**src/rtl/uart_tx_scheduler.sv**
```systemverilog
// uart_tx_scheduler: round-robin arbiter sharing one UART transmit path
// between NUM_REQ byte-stream requesters. A granted requester keeps the
// path until its last byte, one byte in flight at a time, gated by the
// synchronised AVR receive-busy flag, with a timeout to recover from a
// stuck transmitter or a stalled requester.
module uart_tx_scheduler #(
    parameter int NUM_REQ = 4,
    parameter int TIMEOUT = 50000,
    parameter int TW      = 16
) (
    input  logic                 clk,
    input  logic                 rst,
    input  logic [NUM_REQ-1:0]   req_valid,
    input  logic [8*NUM_REQ-1:0] req_data,
    input  logic [NUM_REQ-1:0]   req_last,
    output logic [NUM_REQ-1:0]   req_ready,
    output logic [NUM_REQ-1:0]   grant,
    output logic [7:0]           tx_data,
    output logic                 tx_wr,
    input  logic                 tx_done,
    input  logic                 rx_busy,
    output logic                 err_timeout,
    output logic                 busy
);

    localparam int PW = (NUM_REQ > 1) ? $clog2(NUM_REQ) : 1;
    localparam logic [TW-1:0] TO_LAST = TW'(TIMEOUT - 1);
    localparam logic [PW-1:0] PTR_RST = PW'(NUM_REQ - 1);

    typedef enum logic [1:0] {
        S_IDLE = 2'd0,
        S_HOLD = 2'd1,
        S_WAIT = 2'd2
    } state_t;

    state_t               state_q, state_d;
    logic [NUM_REQ-1:0]   grant_q, grant_d;
    logic [PW-1:0]        gidx_q, gidx_d;
    logic [PW-1:0]        rr_ptr_q, rr_ptr_d;
    logic [TW-1:0]        cnt_q, cnt_d;
    logic [7:0]           tx_data_q, tx_data_d;
    logic                 tx_wr_q, tx_wr_d;
    logic                 last_q, last_d;
    logic                 err_q, err_d;
    logic [1:0]           sync_q, sync_d;

    logic                 busy_s;
    logic                 win_found;
    logic [PW-1:0]        win_idx;
    logic                 xfer;
    logic [7:0]           sel_data;
    logic                 sel_last;
    logic                 to_hit;

    // Requester index k steps after p, wrapping at NUM_REQ.
    function automatic logic [PW-1:0] wrap_add(input logic [PW-1:0] p, input int k);
        return PW'((int'(p) + k) % NUM_REQ);
    endfunction

    assign busy_s    = sync_q[1];
    assign req_ready = (state_q == S_HOLD && !busy_s) ? grant_q : '0;
    assign xfer      = |(req_valid & req_ready);
    assign sel_data  = req_data[{gidx_q, 3'b000} +: 8];
    assign sel_last  = req_last[gidx_q];
    assign to_hit    = (cnt_q == TO_LAST);

    assign grant       = grant_q;
    assign tx_data     = tx_data_q;
    assign tx_wr       = tx_wr_q;
    assign err_timeout = err_q;
    assign busy        = (state_q != S_IDLE);

    // Two-flop synchroniser for the asynchronous receive-busy flag.
    always_comb begin
        sync_d = {sync_q[0], rx_busy};
    end

    // Round-robin search: first valid requester above the last owner.
    always_comb begin
        win_found = 1'b0;
        win_idx   = '0;
        for (int k = 1; k <= NUM_REQ; k++) begin
            if (!win_found && req_valid[wrap_add(rr_ptr_q, k)]) begin
                win_found = 1'b1;
                win_idx   = wrap_add(rr_ptr_q, k);
            end
        end
    end

    // Next-state logic: grant, byte transfer, completion and timeout abort.
    always_comb begin
        state_d   = state_q;
        grant_d   = grant_q;
        gidx_d    = gidx_q;
        rr_ptr_d  = rr_ptr_q;
        cnt_d     = cnt_q;
        tx_data_d = tx_data_q;
        tx_wr_d   = 1'b0;
        last_d    = last_q;
        err_d     = 1'b0;
        unique case (state_q)
            S_IDLE: begin
                cnt_d = '0;
                if (win_found) begin
                    state_d = S_HOLD;
                    grant_d = NUM_REQ'(1) << win_idx;
                    gidx_d  = win_idx;
                end
            end
            S_HOLD: begin
                if (xfer) begin
                    tx_data_d = sel_data;
                    last_d    = sel_last;
                    tx_wr_d   = 1'b1;
                    cnt_d     = '0;
                    state_d   = S_WAIT;
                end else if (to_hit) begin
                    err_d    = 1'b1;
                    grant_d  = '0;
                    rr_ptr_d = gidx_q;
                    cnt_d    = '0;
                    state_d  = S_IDLE;
                end else begin
                    cnt_d = cnt_q + 1'b1;
                end
            end
            S_WAIT: begin
                // tx_done wins over an expiry landing on the same cycle.
                if (tx_done) begin
                    // A completed byte restarts the budget for the next one.
                    cnt_d = '0;
                    if (last_q) begin
                        grant_d  = '0;
                        rr_ptr_d = gidx_q;
                        state_d  = S_IDLE;
                    end else begin
                        state_d = S_HOLD;
                    end
                end else if (to_hit) begin
                    err_d    = 1'b1;
                    grant_d  = '0;
                    rr_ptr_d = gidx_q;
                    cnt_d    = '0;
                    state_d  = S_IDLE;
                end else begin
                    cnt_d = cnt_q + 1'b1;
                end
            end
            default: begin
                grant_d = '0;
                cnt_d   = '0;
                state_d = S_IDLE;
            end
        endcase
    end

    // State registers; the synchroniser resets to "busy" so nothing is
    // issued until the real rx_busy level has propagated.
    always_ff @(posedge clk) begin
        if (rst) begin
            state_q   <= S_IDLE;
            grant_q   <= '0;
            gidx_q    <= '0;
            rr_ptr_q  <= PTR_RST;
            cnt_q     <= '0;
            tx_data_q <= '0;
            tx_wr_q   <= 1'b0;
            last_q    <= 1'b0;
            err_q     <= 1'b0;
            sync_q    <= 2'b11;
        end else begin
            state_q   <= state_d;
            grant_q   <= grant_d;
            gidx_q    <= gidx_d;
            rr_ptr_q  <= rr_ptr_d;
            cnt_q     <= cnt_d;
            tx_data_q <= tx_data_d;
            tx_wr_q   <= tx_wr_d;
            last_q    <= last_d;
            err_q     <= err_d;
            sync_q    <= sync_d;
        end
    end

endmodule

```
**config.mk**
```make
export PLATFORM = sky130hd
export DESIGN_NAME = uart_tx_scheduler
export DESIGN_NICKNAME = d
export VERILOG_FILES = /design/src/rtl/uart_tx_scheduler.sv
export SDC_FILE = /design/constraint.sdc
export NUM_CORES = 1
export LEC_CHECK = 0
export ABC_AREA = 1
export BUFFER_PORTS_ARGS = -buffer_cell sky130_fd_sc_hd__buf_2
export CORE_ASPECT_RATIO = 0.8
export CORE_MARGIN = 2
export CORE_UTILIZATION = 35
export DETAILED_ROUTE_END_ITERATION = 16
export GPL_TIMING_DRIVEN = 0
export PLACE_DENSITY = 0.6
export SYNTH_ARGS = -nofsm -noshare
export SYNTH_HDL_FRONTEND = slang
export SYNTH_SLANG_ARGS = --single-unit
```
**constraint.sdc**
```tcl
create_clock -name clk -period 4 [get_ports clk]
set_input_delay 0.2 -clock clk [delete_from_list [all_inputs] [get_ports clk]]
set_output_delay 0.2 -clock clk [all_outputs]
set_load 0.05 [all_outputs]
```
==> summary by stage, run 1 <==
Drt
The total length of routed wires is 5780 um. The first TritonRoute pass finished after 5 iterations. Using the TritonRoute via totals, the vias-per-cell ratio works out to 4.84. The post-detailed-route wirelength per cell is 11.8 um. The total via count in the routed design is 2,370. The count of unresolved DRC violations after routing is 0. In this run the remaining antenna-violating nets after routing total 0. The violation count after the first detailed-route iteration is 99.

Synth
The flip-flop cell with the highest count after synthesis is sky130_fd_sc_hd__dfxtp_1. After Yosys synthesis, XOR and XNOR cells account for 3.32% of the synthesized area. In this run the biggest area consumer among cell types represents 32.9% of the synthesized area. After synthesis, the share of flip-flops with an asynchronous set or reset is 0%. The flip-flop and latch count after synthesis is 39.

The number of nets handed over by synthesis was 387. Yosys mapped a number of flops with a built-in enable equal to 0. Sequential cells were found to cover 32.9% of the synthesized design area.

The main combinational cell family by area after synthesis is simple AND/OR/NAND/NOR gates. The leading area contributor after synthesis is sky130_fd_sc_hd__dfxtp_1. The mux share of post-synthesis cell area is 0%. Synthesis produced a netlist whose cell count is 338. The mean cell area of the mapped netlist is 7.03 um2. The cell with the most instances after synthesis is sky130_fd_sc_hd__nor2_1. The Yosys warning count is 0.

In the synthesized netlist, the cells that appear most often are sky130_fd_sc_hd__nor2_1 (66), sky130_fd_sc_hd__nand2_1 (47), sky130_fd_sc_hd__dfxtp_1 (39). The synthesized netlist devotes 2.63% of its cell area to adder and majority cells. The cell area after synthesis is 2370 um2. The synthesized netlist devotes 38.0% of its cell area to simple gates. The complex-gate fraction of the synthesized area is 15.4%. The distinct cell type count after synthesis is 39. Ranked by total cell area, the synthesized netlist is headed by sky130_fd_sc_hd__dfxtp_1 (33%), sky130_fd_sc_hd__nor2_1 (10%), sky130_fd_sc_hd__o21ai_0 (7.6%).

Timing
Setup repair after global routing left no endpoint under its margin. The total setup violations reported at the end of the flow is 0. The maximum clock skew at final layout is 0.00249 ns. The transition time of the tightest slew-check pin is 0.483 ns. The post-route clock period utilization is 52.4%. The count of pins over their slew limit is 0. The fmax is 477 MHz. The final setup TNS is 0 ns. In this run the tightest slew margin relative to its limit is 67.8%. The count of final hold-check violations came to 0. Subtracting the final worst setup slack from the clock period gives 2.10 ns.

Floorplanning
The floorplan has 26 rows. From bottom edge to top edge, the die measures 77.7 um. The die footprint is 7460 um2.

The floorplan die width is 96.1 um. The number of primary I/O pins is 63. The initial cell density of the core is 36.7%. The floorplan core area is 6470 um2.

Cells and area
The number of antenna diodes in the final layout is 0. Counting the fill cells in the layout gives 659. The number of nets in the layout is 456. The area growth from synthesis to layout is 20.5%. The fraction of final layout cells sized beyond drive strength 1 is 28.6%.

Worst setup path
The worst register-to-register path begins at state_q[1]. The worst setup path is launched from a register. Of all nets on the critical path, the largest fanout is 4. The number of stages on the worst setup path is 13. The worst reg2reg path endpoint is rr_ptr_q[0]. In this run the register-to-register setup slack is 1.90 ns. The critical-path cell with the highest stage delay is sky130_fd_sc_hd__dfxtp_1. The worst setup path is captured at a register. The cell class contributing the biggest share of worst-path delay is simple AND/OR/NAND/NOR gates.

The startpoint of the most critical setup path is state_q[1]. Following the worst setup path forward leads to its endpoint at rr_ptr_q[0]. Counting cells, the worst reg-to-reg path comes to 13.

The data required time of the critical path is 4.21 ns. The signal on the critical path passes through inv_1, ha_1, nand2_2, nor2_1, nand2_1, nand2_1, nor2_2, inv_1, nor2_1, o21ai_0, a21oi_2, a21oi_1, o21ai_0. The critical path data arrival time is 2.31 ns.

Together, buffers and inverters on the worst path number 2. The setup path with the least slack is of type reg2reg. For this run, the slowest stage of the critical path takes 0.39 ns.

CTS
The hold buffer count at cts is 0. The later pin in the worst-skew pair is clocked with a latency of 0.29 ns. TritonCTS built the clock tree.

After clock tree synthesis, the clock-pin slew on the worst setup and hold paths is 0.07 ns. The H-tree level count is 2. The post-cts repair resize count is 0. The master cell of the clock root buffer is sky130_fd_sc_hd__clkbuf_8. In this run the deepest clock path goes through 2 buffers. In this run, CTS created clock tree buffers numbering 5. The total clock sinks is 39. The post-CTS setup buffer count is 0.

Placement
The count of buffers added on input and output ports is 62. The global placement routability congestion is 0.889. The wire-length estimate of the detail-placed layout is 4550 um.

Power and ir drop
Dividing total power by cell area gives a power density of 278 nW/um2. The total design power is 0.796 mW. The worst-case vdd ir drop is 122 uV. Summed over all cells, the static leakage comes to 1.30 nW.

Global route
In the global route stage, overall resource usage came out at 16.8%. The via count of the first global-routing pass is 2,255. Entering global routing, the biggest net connects 11 pins. The aggregate global routing overflow is 0.

The number of antenna violations at the first check in global routing is 0. The first global-routing pass estimated 10,000 um of wire.

Run
The max-capacitance violation count is 0.

Outcome
The run finished with clean final reports.

Min path
The class of the tightest hold or removal check is in2reg.
==> worst register-to-register path: stages (launching register included) <==
cell and delay, ns:
sky130_fd_sc_hd__dfxtp_1 0.39, sky130_fd_sc_hd__inv_1 0.08, sky130_fd_sc_hd__ha_1 0.22, sky130_fd_sc_hd__nand2_2 0.11
sky130_fd_sc_hd__nor2_1 0.06, sky130_fd_sc_hd__nand2_1 0.05, sky130_fd_sc_hd__nand2_1 0.05, sky130_fd_sc_hd__nor2_2 0.21
sky130_fd_sc_hd__inv_1 0.09, sky130_fd_sc_hd__nor2_1 0.21, sky130_fd_sc_hd__o21ai_0 0.15, sky130_fd_sc_hd__a21oi_2 0.21
sky130_fd_sc_hd__a21oi_1 0.09, sky130_fd_sc_hd__o21ai_0 0.09
==> cell type report <==
class	instances	area, um2	area share, %
Clock buffer	6	72.6	2.53
Buffer	10	52.6	1.84
Tap cell	84	105	3.67
Timing Repair Buffer	62	310	10.8
Inverter	33	131	4.59
Multi-Input combinational cell	256	1410	49.3
Sequential cell	39	781	27.3
==> state kept, by name, indices dropped and copies added (netlist names) <==
register and count:
cnt_q 16, tx_data 8, grant 4, gidx_q 2
rr_ptr_q 2, state_q 2, sync_q 2, err_timeout 1
last_q 1, tx_wr 1
==> placed cells by master, fill, tap and decap left out, types with 6 or more instances in the layout <==
cell type / n
sky130_fd_sc_hd__xor2_1: 7
sky130_fd_sc_hd__nand2_4: 7
sky130_fd_sc_hd__clkbuf_1: 6
sky130_fd_sc_hd__dfxtp_1: 39
sky130_fd_sc_hd__nand2_1: 47
sky130_fd_sc_hd__inv_1: 28
sky130_fd_sc_hd__nand4_1: 6
sky130_fd_sc_hd__nand3_1: 17
sky130_fd_sc_hd__nor2_1: 66
sky130_fd_sc_hd__buf_2: 65
sky130_fd_sc_hd__o21ai_0: 36
sky130_fd_sc_hd__nand2_2: 12
sky130_fd_sc_hd__a21oi_1: 8
sky130_fd_sc_hd__a31oi_1: 10
==> stage by stage <==
step	area [um2]	cells	setup WS, ns	hold slack [ns]	utilization (%)
2_1_floorplan	2370	338	1.60	0.304	-
3_3_place_gp	2790	484	1.90	0.388	43.1
3_5_place_dp	2790	484	1.93	0.394	43.1
4_1_cts	2860	490	1.90	0.0961	44.2
5_1_grt	2860	490	1.63	0.0835	44.2
6_report	2860	490	1.90	0.104	44.2
==> worst min path at each step <==
| stage | from | end | slack (ns) | cells after the start |
|---|---|---|---|---|
| final | rx_busy | sync_q[0] | 0.10 | 2 |
| after global routing | rx_busy | sync_q[0] | 0.08 | 2 |
| after CTS | rx_busy | sync_q[0] | 0.1 | 2 |
| after detailed placement | rx_busy | sync_q[0] | 0.39 | 2 |
| after global placement | rx_busy | sync_q[0] | 0.39 | 2 |
| after floorplan | rx_busy | sync_q[0] | 0.30 | 1 |
==> cell families after synthesis <==
kind of cell | after synthesis
adder cells (fa/ha/maj) | 5
AND/OR/NAND/NOR | 178
XOR/XNOR | 9
AO/OA/AOI/OAI | 64
flip-flops | 39
buffers and inverters | 43
==> layer usage <==
| metal | track usage, % | vias up | wire, um |
|---|---|---|---|
| met2 | 25.8 | 91 | 2310 |
| met4 | 4.29 | 0 | 58 |
| met1 | 23.2 | 1028 | 2890 |
| met5 | 0 | - | 0 |
| met3 | 4.76 | 8 | 521 |
| li1 | - | 1243 | - |
==> power by group <==
part / internal [mW] / switching (mW) / leakage (nW)
clock: 0.116 / 0.126 / 0.0371
sequential: 0.396 / 0.00625 / 0.316
combinational: 0.0527 / 0.0978 / 0.950
total: 0.565 / 0.231 / 1.30
(Power assumes the default switching activity.)
==> run 2: changes to the inputs <==
Settings changed: ABC_AREA 1 to 0, PLACE_DENSITY 0.6 to 0.61.
Clock period 4 ns to 1.99 ns, I/O delays scaled along.
==> run 2 against run 1 <==
Effect of this change: non-clock buffer count increased by 1; clock skew rose by 0.0068 ns; critical path depth down 8; global-route usage fell by 1.5 points; setup slack worse by 1.9 ns; synthesized cell count shrank 38%; core utilization is 4.4 points higher; die area down 14%; worst hold slack improved by 0.027 ns.
==> summary by stage, run 2 <==
Global route
The wire length of the first global-routing pass is 7560 um (was 10,000 um). The overall fraction of global-route tracks in use was 15.3% (was 16.8%). The number of antenna violations at the first check in global routing is 0 (unchanged).

The via count of the first global-routing pass is 1,625 (was 2,255). The maximum number of pins on one net before global-route repair is 13 (was 11). The aggregate global routing overflow is 0 (unchanged).

Timing
The fmax was 506 MHz (was 477 MHz). RSZ-0062 raised after global routing: yes (was no). The final setup TNS is 0 ns (unchanged). The maximum clock skew at final layout is 0.00929 ns (was 0.00249 ns). The transition time of the tightest slew-check pin is 0.827 ns (was 0.483 ns). The time the final worst path needs with I/O delays and setup came to 1.98 ns (was 2.10 ns). The relative slew slack is 44.3% (was 67.8%).

The count of pins over their slew limit came to 0 (unchanged). The total setup violations reported at the end of the flow is 0 (unchanged). The post-route clock period utilization was 99.4% (was 52.4%). The count of final hold-check violations is 0 (unchanged).

Worst setup path
The worst stage delay on the critical path is 0.55 ns (was 0.39 ns). The critical-path cell with the highest stage delay is sky130_fd_sc_hd__or4b_4 (was sky130_fd_sc_hd__dfxtp_1). The data required time of the critical path was 2.18 ns (was 4.21 ns). The critical path data arrival time came to 2.17 ns (was 2.31 ns). Crit path cell chain: or4b_4, nor4_4, or3_2, a31oi_4, a22o_1 (was inv_1, ha_1, nand2_2, nor2_1, nand2_1, nand2_1, nor2_2, inv_1, nor2_1, o21ai_0, a21oi_2, a21oi_1, o21ai_0). The buffers plus inverters on the worst setup path is 0 (was 2). The endpoint type of the worst setup path is a register (unchanged). The launching element type of the critical path is a register (unchanged). The maximum fanout along the worst path was 5 (was 4).

The category of the most critical setup path is reg2reg (unchanged). The cell class contributing the biggest share of worst-path delay is simple AND/OR/NAND/NOR gates (unchanged).

Synth
The flip-flop cell with the highest count after synthesis is sky130_fd_sc_hd__dfxtp_1 (unchanged). The flip-flop and latch count after synthesis was 39 (unchanged). The net count after synthesis is 259 (was 387). The number of enable-type register cells in the synthesized netlist is 0 (unchanged). The leading area contributor after synthesis is sky130_fd_sc_hd__dfxtp_1 (unchanged). The share of the synthesized area in the top cell type was 38.7% (was 32.9%).

The portion of the post-synthesis area used by sequential elements came to 38.7% (was 32.9%). Post-synth top cells: sky130_fd_sc_hd__nor2_1 (42), sky130_fd_sc_hd__dfxtp_1 (39), sky130_fd_sc_hd__mux2i_1 (11) (was sky130_fd_sc_hd__nor2_1 (66), sky130_fd_sc_hd__nand2_1 (47), sky130_fd_sc_hd__dfxtp_1 (39)). The cell with the most instances after synthesis is sky130_fd_sc_hd__nor2_1 (unchanged).

The Yosys warning count is 0 (unchanged). Most area-consuming cells after synthesis: sky130_fd_sc_hd__dfxtp_1 (39%), sky130_fd_sc_hd__mux4_2 (10%), sky130_fd_sc_hd__nor2_1 (7.8%) (was sky130_fd_sc_hd__dfxtp_1 (33%), sky130_fd_sc_hd__nor2_1 (10%), sky130_fd_sc_hd__o21ai_0 (7.6%)). The cell area after synthesis is 2020 um2 (was 2370 um2). The cell count after synthesis was 210 (was 338). The distinct cell type count after synthesis is 44 (was 39). The mean cell area of the mapped netlist is 9.60 um2 (was 7.03 um2). The fraction of synthesis flops using an asynchronous set or reset pin is 0% (unchanged).

Cells and area
The largest register by flop count is cnt_q (unchanged). The fraction of final layout cells sized beyond drive strength 1 is 38.7% (was 28.6%). The number of inserted diodes is 0 (unchanged). The commonest non-fill, non-tap cell in the layout is sky130_fd_sc_hd__buf_2 (was sky130_fd_sc_hd__nor2_1). The flip-flop count of the largest register after layout is 16 (unchanged). The share of the core filled with cells came to 48.6% (was 44.2%). The number of nets in the layout was 332 (was 456). Commonest non-fill, non-tap cells in the layout: sky130_fd_sc_hd__buf_2 (62), sky130_fd_sc_hd__nor2_1 (42), sky130_fd_sc_hd__dfxtp_1 (33) (was sky130_fd_sc_hd__nor2_1 (66), sky130_fd_sc_hd__buf_2 (65), sky130_fd_sc_hd__nand2_1 (47)). The area growth from synthesis to final layout is 32.6% (was 20.5%).

Drt
The total length of routed wires was 4780 um (was 5780 um). The remaining antenna violation count was 0 (unchanged). The total via count in the routed design was 1,736 (was 2,370). The count of unresolved DRC violations after routing is 0 (unchanged). The ratio of routed vias to standard cells is 4.80 (was 4.84).

The number of iterations in the first detailed-routing pass came to 4 (was 5). The violation count after the first detailed-route iteration is 82 (was 99). The post-detailed-route wirelength per cell is 13.2 um (was 11.8 um).

CTS
The master cell of the clock root buffer is sky130_fd_sc_hd__clkbuf_8 (unchanged). The H-tree level count is 2 (unchanged). The clock-pin slew of the registers on the worst-case setup and hold paths was 0.08 ns (was 0.07 ns). The CTS buffer count came to 5 (unchanged). The total clock sinks came to 39 (unchanged). The TritonCTS clock tree was built (unchanged). The maximum buffer depth of the clock tree came to 2 (unchanged).

The clock latency on the worst-skew pair was 0.29 ns (about the same).

Run
The max-capacitance violation count is 0 (unchanged).

Placement
The global placement routability congestion came to 0.894 (was 0.889). The number of input and output port buffers inserted is 62 (unchanged). The placed wire-length estimate after detailed placement is 3560 um (was 4550 um).

Min path
The class of the tightest hold or removal check is in2reg (unchanged).

Floorplanning
The number of primary I/O pins came to 63 (unchanged). The y dimension of the die was 71.9 um (was 77.7 um). The floorplan core area is 5500 um2 (was 6470 um2). The initial cell density of the core was 36.7% (about the same). The die footprint is 6390 um2 (was 7460 um2). The cell row count is 24 (was 26). The floorplan die width is 88.8 um (was 96.1 um).

Power and ir drop
The worst-case vdd ir drop is 288 uV (was 122 uV). The ratio of total power to cell area is 685 nW/um2 (was 278 nW/um2). The leakage power was 1.05 nW (was 1.30 nW).

Outcome
Run status: finished clean (unchanged).
==> run 2: layout make-up <==
class,instances,area [um2]
Fill cell,527,2820
Tap cell,78,97.6
Timing Repair Buffer,66,343
Sequential cell,39,793
Clock buffer,6,72.6
Clock inverter,2,60.1
Inverter,10,37.5
Buffer,7,42.5
Multi-Input combinational cell,154,1230
==> run 2: metal layers <==
metal  vias up  wire [um]  part of all wire [%]  track usage [%]
met2        60       2060                    43             23.8
met3         2        352                   7.4             3.57
met1       790       2320                    49             21.2
met4         0         39                  0.82             4.55
li1        884          -                     -                -
met5         -          0                     0                0
==> run 2: worst paths after layout <==
path,start,to,slack (ns),depth (start not counted)
max,cnt_q[7],grant[3],0.01,5
min reg2reg,sync_q[0],sync_q[1],0.41,1
min,rst,err_timeout,0.13,2
max reg2reg,cnt_q[7],grant[3],0.01,5
==> run 2: worst register-to-register path, stage by stage, from the launching register on <==
cell                      delay, ns
sky130_fd_sc_hd__dfxtp_4       0.35
sky130_fd_sc_hd__or4b_4        0.55
sky130_fd_sc_hd__nor4_4        0.39
sky130_fd_sc_hd__or3_2         0.23
sky130_fd_sc_hd__a31oi_4       0.12
sky130_fd_sc_hd__a22o_1        0.24
==> run 2: power breakdown <==
part           total (mW)  internal, mW  switching (mW)  leakage, nW
clock network       0.773         0.501           0.272       0.0654
registers           0.804         0.792          0.0119        0.319
logic               0.253         0.122           0.131        0.664
total                1.83          1.42           0.415         1.05
==> run 2: kinds of logic after synthesis <==
kind of cell	count (synthesis)	synth area share [%]
XOR/XNOR	14	6.08
multiplexers	20	15.5
flip-flops	39	38.7
buffers and inverters	17	3.66
AND/OR/NAND/NOR	87	22.5
AO/OA/AOI/OAI	28	10.4
adder cells (fa/ha/maj)	5	3.10
==> run 2: metrics by stage <==
step                      std cells  power (mW)  setup WS (ns)  cell area [um2]  hold WS (ns)
after global placement          350        1.06         -0.148             2420         0.289
after detailed placement        350        1.06         -0.129             2420         0.294
final                           362        1.83         0.0123             2670         0.132
after floorplan                 210       0.976          0.109             2020         0.175
after CTS                       359        1.84         0.0261             2580         0.122
after global routing            362        1.91        -0.0456             2670         0.131
==> run 2: timing repair <==
item	CTS	global route
endpoints found under the hold margin	1	0
endpoints found under the setup margin	20	24
hold buffers	1	0
setup buffers	0	3
pin swaps	0	4
gates resized for setup	5	24
